==> src/rtl/serial_arith_defs.sv <==
// Shared definitions for the bit-serial arithmetic blocks.
package serial_arith_defs;

  typedef enum logic [1:0] {
    StIdle = 2'd0,
    StRun  = 2'd1,
    StDone = 2'd2
  } state_e;

  localparam int unsigned DefaultWidth = 8;

endpackage

==> src/rtl/full_adder_cell.sv <==
// Combinational full adder built from two half adders.
module full_adder_cell (
  input  logic a,
  input  logic b,
  input  logic cin,
  output logic sum,
  output logic cout
);

  logic s0, c0, c1;

  halfAdder u_ha0 (
    .a     (a),
    .b     (b),
    .sum   (s0),
    .carry (c0)
  );

  halfAdder u_ha1 (
    .a     (s0),
    .b     (cin),
    .sum   (sum),
    .carry (c1)
  );

  assign cout = c0 | c1;

endmodule

==> src/rtl/halfAdder.sv <==
// Single-bit half adder primitive.
module halfAdder (
  input  logic a,
  input  logic b,
  output logic sum,
  output logic carry
);

  assign sum   = a ^ b;
  assign carry = a & b;

endmodule

==> src/rtl/serial_adder_ctrl.sv <==
// Bit-serial WIDTH-bit adder: one full-adder cell reused over WIDTH cycles,
// with a start/done handshake and result held until the next accepted start.
module serial_adder_ctrl
  import serial_arith_defs::*;
#(
  parameter int unsigned WIDTH = DefaultWidth,
  parameter int unsigned CNT_W = 5
) (
  input  logic             clk,
  input  logic             rst,
  input  logic             start,
  input  logic [WIDTH-1:0] a,
  input  logic [WIDTH-1:0] b,
  input  logic             cin,
  output logic             busy,
  output logic             done,
  output logic [WIDTH-1:0] sum,
  output logic             cout
);

  state_e           state_q, state_d;
  logic [WIDTH-1:0] sha_q, sha_d;
  logic [WIDTH-1:0] shb_q, shb_d;
  logic [WIDTH-1:0] sum_q, sum_d;
  logic             carry_q, carry_d;
  logic             cout_q, cout_d;
  logic [CNT_W-1:0] cnt_q, cnt_d;
  logic             fa_s, fa_c;
  logic [WIDTH:0]   sum_shift;

  full_adder_cell u_fa (
    .a    (sha_q[0]),
    .b    (shb_q[0]),
    .cin  (carry_q),
    .sum  (fa_s),
    .cout (fa_c)
  );

  // New bit enters at the MSB; the LSB falls off. Works for WIDTH == 1 too.
  assign sum_shift = {fa_s, sum_q};

  always_comb begin
    state_d = state_q;
    sha_d   = sha_q;
    shb_d   = shb_q;
    sum_d   = sum_q;
    carry_d = carry_q;
    cout_d  = cout_q;
    cnt_d   = cnt_q;
    unique case (state_q)
      StIdle: begin
        if (start) begin
          sha_d   = a;
          shb_d   = b;
          carry_d = cin;
          cnt_d   = '0;
          state_d = StRun;
        end
      end
      StRun: begin
        sum_d   = sum_shift[WIDTH:1];
        carry_d = fa_c;
        sha_d   = sha_q >> 1;
        shb_d   = shb_q >> 1;
        cnt_d   = cnt_q + CNT_W'(1);
        if (cnt_q == CNT_W'(WIDTH - 1)) begin
          cout_d  = fa_c;
          state_d = StDone;
        end
      end
      StDone: begin
        state_d = StIdle;
      end
      default: begin
        state_d = StIdle;
      end
    endcase
  end

  always_ff @(posedge clk) begin
    if (rst) begin
      state_q <= StIdle;
      sha_q   <= '0;
      shb_q   <= '0;
      sum_q   <= '0;
      carry_q <= 1'b0;
      cout_q  <= 1'b0;
      cnt_q   <= '0;
    end else begin
      state_q <= state_d;
      sha_q   <= sha_d;
      shb_q   <= shb_d;
      sum_q   <= sum_d;
      carry_q <= carry_d;
      cout_q  <= cout_d;
      cnt_q   <= cnt_d;
    end
  end

  assign busy = (state_q != StIdle);
  assign done = (state_q == StDone);
  assign sum  = sum_q;
  assign cout = cout_q;

endmodule
==> config.mk <==
export PLATFORM = sky130hd
export DESIGN_NAME = serial_adder_ctrl
export DESIGN_NICKNAME = d
export VERILOG_FILES = /design/src/rtl/serial_arith_defs.sv /design/src/rtl/full_adder_cell.sv /design/src/rtl/halfAdder.sv /design/src/rtl/serial_adder_ctrl.sv
export SDC_FILE = /design/constraint.sdc
export NUM_CORES = 1
export LEC_CHECK = 0
export CAP_MARGIN = 20
export CORE_MARGIN = 5
export CORE_UTILIZATION = 36
export CTS_CLUSTER_SIZE = 28
export DETAILED_ROUTE_END_ITERATION = 12
export HOLD_SLACK_MARGIN = 0.1
export PLACE_DENSITY_LB_ADDON = 0.12
export SYNTH_ARGS = -nofsm -noshare
export SYNTH_HDL_FRONTEND = slang
export SYNTH_SLANG_ARGS = --single-unit
==> constraint.sdc <==
create_clock -name clk -period 2.7 [get_ports clk]
set_clock_uncertainty 0.2 [all_clocks]
set_input_delay 0.27 -clock clk [delete_from_list [all_inputs] [get_ports clk]]
set_output_delay 0.27 -clock clk [all_outputs]
set_load 0.01 [all_outputs]
# [After elaboration in Yosys (flattened, before gate mapping)]
# Cells that the tools add are included.
[totals] output_inout_bits=11 word_cells=35 in_bits=20 regBits=33
[op_classes] mux=11 addsub=1 eq_ne=5 reduce_logical=6 n_bitwise=5
[ops] op="$pmux W8 S2" count=2
[ops] op="$mux W8" count=2
[ops] op="$pmux W5 S2" count=1
[ops] op="$reduce_and A2 Y1" count=3
[ops] op="$add A5 B1 Y5 const B" count=1
[ops] op="$eq A5 B3 Y1 const B" count=1
[ops] op="$mux W5" count=1
[ops] op="$mux W2" count=2
[ops] op="$ne A2 B2 Y1 const B" count=2
[ops] op="$pmux W2 S2" count=1
[ops] op="$reduce_bool A2 Y1" count=2
[ops] op="$and A1 B1 Y1" count=2
[ops] op="$eq A2 B1 Y1 const B" count=1
[ops] op="$eq A2 B2 Y1 const B" count=1
[ops] op="$logic_not A2 Y1" count=1
[ops] op="$pmux W1 S2" count=1
[ops] op="$xor A1 B1 Y1" count=2
[ops] op="$mux W1" count=1
[ops] op="$or A1 B1 Y1" count=1

# [Depth between registers and ports, before layout]
[depth] word_depth=4 ltp_mapped=5 mapped_depth_nobuf=4

# [By module]
# Synthesis repeated with hierarchy kept, for this count alone.
[hier_totals] hier_cells=176 hier_area_um2=1510.2
[modules_own_cells] mod="serial_adder_ctrl" cells_each=173 instances=1 area_per_inst_um2=1478.9 seq_area_each_um2=660.6
[modules_own_cells] mod="halfAdder" cells_each=1 instances=2 area_per_inst_um2=12.5 seq_area_each_um2=0.0
[modules_own_cells] mod="full_adder_cell" cells_each=1 instances=1 area_per_inst_um2=6.3 seq_area_each_um2=0.0

# [Worst setup path before layout]
# Ideal clock, no wire load.
[synth_path] kind="register -> output" startpoint="register state_q[1]" endpoint="output done" required_time_ns=2.230 path_buffers=1 slack_ns=1.303 path_stages_with_launch=4 t_arrival_ns=0.927 path_cell_list="dfxtp_1 -> inv_2 -> clkbuf_1 -> nor2_1"
[synth_between] elab_chain_cells=1
[synth_lines] item="from (decl)" line_no="serial_adder_ctrl.sv:21" rtl="state_e state_q, state_d;"
[synth_lines] item="from (signal assigned)" line_no="serial_adder_ctrl.sv:82" rtl="state_q <= StIdle;"
[synth_lines] item="from (signal assigned)" line_no="serial_adder_ctrl.sv:90" rtl="state_q <= state_d;"
[synth_lines] item="$eq A2 B2 Y1" line_no="serial_adder_ctrl.sv:101" rtl="assign done = (state_q == StDone);"
[synth_lines] item="to (decl)" line_no="serial_adder_ctrl.sv:16" rtl="output logic done,"
# No other way between the ends.

# [Final worst setup path]
# Same ends and word-level chain as after synthesis.

==> impl_metrics.yaml <==
logic_synthesis:
  synth_xor_area_share_pct: 0
  synth_mux_area_share_pct: 2.85
  yosys_warnings: 0
  synthTopCellsByArea: "dfxtp_1, nor2_1, a211oi_1"
  synth.cell_area_um2: 1500
  synth-seq-cells: 33
  synth_top_family_by_area: "compound AO/OA/AOI/OAI gates"
  synth_simple_gate_area_share_pct: 21.6
  syn_inst: 169
  synth_top_area_share_pct: 44.2
  syn_nets: 191
  yosysTopAreaCell: "dfxtp_1"
  synthAdderAreaFrac_pct: 2.18
  syn_area_per_cell_um2: 8.85
  yosysUniqueCellTypes: 32
  seq_area_frac_synth_pct: 44.2
  synth_compound_area_share_pct: 22.8
setup_path:
  cp-end-kind: "primary output"
  crit_required_ns: 2.23
  cp_cell_sequence: "inv_2, nor2_1, clkdlybuf4s50_1"
  cp.arrival_ns: 1.66
  ff2ff_setup_slack_ns: 0.94
  slowest_stage: "clkdlybuf4s50_1"
  crit_type: "reg2out"
  worst_setup_path_start_kind: "flop"
  cpPeakStageDelay_ns: 0.55
  crit_path_max_fanout: 18
worst_hold_path:
  hp-class: "reg2reg"
clock_network:
  insertion_delay_ns: 0.28
  cts_root_buf: "clkbuf_8"
  cts.sinks: 33
  post_cts_resized: 0
  cts_max_path_buffers: 2
  postCtsSetupBuffers: 0
  cts_tree: "done"
  cts_hold_buf: 0
  numCtsBuffers: 5
  clkTransAtPathRegs_ns: 0.06
  htree_levels: 2
global_route:
  overflow: 0
  grt_use_total_pct: 13.8
  grt_max_degree: 19
  grt_pass1_vias: 1282
  antenna_found_initial: 0
  grt_first_pass_wirelength_mm: 5.83
place:
  gp_congestion: 0.740
  port_buffers: 30
  hpwlAfterDp_mm: 2.59
timing:
  fmax_mhz: 470
  period_needed_ns: 2.13
  finalHoldViolCount: 0
  setup_viol: 0
  worst_pin_slew_ns: 0.452
  rsz0062_at_grt: "no"
  slew_violations: 0
  period_share_pct: 78.8
  maxSlewHeadroom_pct: 69.8
  whs_ns: 0.252
  setup_tns_ns: 0
floorplan:
  coreArea_um2: 4000
  start_util_pct: 37.4
  die_area_um2: 5540
  rows: 23
  fp.dieW_um: 74.4
  die_h_um: 74.4
  num_io_pins: 31
route:
  first_iter_violations: 60
  post_drt_wl_per_cell_um: 14.4
  drc: 0
  first_pass_iters: 4
  routed_wl_mm: 3.60
  num_vias: 1326
  final_antenna_net_count: 0
  via_per_inst: 5.33
cells_and_area:
  multiInputGateArea_um2: 739
  final_nets: 221
  antenna_cells: 0
  regArea_um2: 661
  fillers: 383
  area_growth_pct: 27.2
  final_layout_size_suffix_gt1_share_pct: 9.55
power:
  leakagePower_nw: 0.682
  ir_drop_mv: 0.272
  power_density_nw_per_um2: 549
outcome:
  status: "finished, final reports clean"
run:
  max-cap-violations: 0
-- per-layer routing --
layer | global-route usage [%] | wire length (µm) | up-vias
li1 | - | - | 658
met1 | 16.7 | 1670 | 627
met5 | 0 | 0 | -
met3 | 5.14 | 219 | 7
met4 | 6.72 | 76 | 0
met2 | 21.5 | 1630 | 34
-- state kept, by name, indices dropped and copies added (netlist names) --
signal and cells:
sum 8, state_q 2, cnt_q 5, shb_q 8, carry_q 1, cout 1
sha_q 8
-- critical path, delay by kind of cell (launching register included) --
kind / cells / cell delay [ns]
and+or+nand+nor: 1 / 0.14
buffers and inverters: 2 / 0.76
DFF: 1 / 0.48
-- area by class of cell --
class                      count  share of cell area, %
clock buffer                   7                   4.54
inverter                       2                  0.395
multi-input combinational    121                   38.9
sequential                    33                   34.7
tap                           50                   3.29
timing repair buffer          36                   18.2
-- report_power, final --
| group | total [mW] | switching [mW] | leakage, nW | internal (mW) |
|---|---|---|---|---|
| clock network | 0.368 | 0.166 | 0.0443 | 0.202 |
| registers | 0.533 | 0.0194 | 0.271 | 0.514 |
| logic | 0.143 | 0.0701 | 0.367 | 0.0734 |
-- layout by cell type, fill, tap and decap left out --
cell,count
nor3_1,1
nand4_1,2
nor2_1,32
clkbuf_8,6
a22oi_1,2
nand3b_1,1
mux2_2,2
nand2b_1,4
nor3b_2,1
nor3b_1,2
inv_2,2
a31oi_1,1
nor4_1,1
a21oi_1,9
ha_1,1
mux2i_1,2
nor2b_1,3
o31ai_1,1
nor4_4,1
nand2_1,21
o32a_1,1
a211oi_1,15
clkbuf_1,1
dfxtp_1,33
o21ba_4,1
o22ai_1,4
clkdlybuf4s50_1,30
fa_1,1
o2bb2ai_1,11
buf_4,6
o21bai_1,1
-- kinds of logic (layout without fill, tap and decap cells) --
kind of cell	Yosys count	after routing
buffers and inverters	15	45
flip-flops	33	33
adder cells (fa/ha/maj)	2	2
multiplexers	4	4
AND/OR/NAND/NOR	69	69
AO/OA/AOI/OAI	46	46
-- final timing paths --
| path | start | endpoint | cells after the start |
|---|---|---|---|
| max | state_q[1]$_SDFFE_PP0P_ | done | 3 |
| min | sum[0]$_SDFFE_PP0P_ | sum[0]$_SDFFE_PP0P_ | 2 |
| max reg2reg | state_q[0]$_SDFFE_PP0P_ | cnt_q[3]$_SDFFE_PP0P_ | 3 |
| min reg2reg | sum[0]$_SDFFE_PP0P_ | sum[0]$_SDFFE_PP0P_ | 2 |
-- stage by stage --
step | std cells | total power, mW | util (%) | worst slack [ns] | cell area [µm²]
floorplan | 169 | 0.634 | - | 1.30 | 1500
global placement | 242 | 0.683 | 45.4 | 0.903 | 1820
detailed placement | 242 | 0.688 | 45.4 | 0.890 | 1820
CTS | 249 | 1.06 | 47.5 | 0.574 | 1900
global route | 249 | 1.10 | 47.5 | 0.491 | 1900
finish | 249 | 1.05 | 47.5 | 0.572 | 1900
-- Yosys cell counts --
cell,n
o2bb2ai_1,11
nor2_1,32
nor4_1,1
nor3b_1,2
a22oi_1,2
buf_6,4
nor4_4,1
mux2_2,2
a21oi_1,9
ha_1,1
clkbuf_2,1
nand2_1,21
nor3_1,1
o21ba_4,1
nor3b_2,1
mux2i_1,2
o31ai_1,1
nand2b_1,4
nor2b_1,3
nand3b_1,1
dfxtp_1,33
a211oi_1,15
inv_2,2
clkbuf_1,4
o21bai_1,1
a31oi_1,1
nand4_1,2
buf_4,1
fa_1,1
o22ai_1,4
o32a_1,1
buf_2,3
No activity file was read; power rests on OpenSTA's default activity.
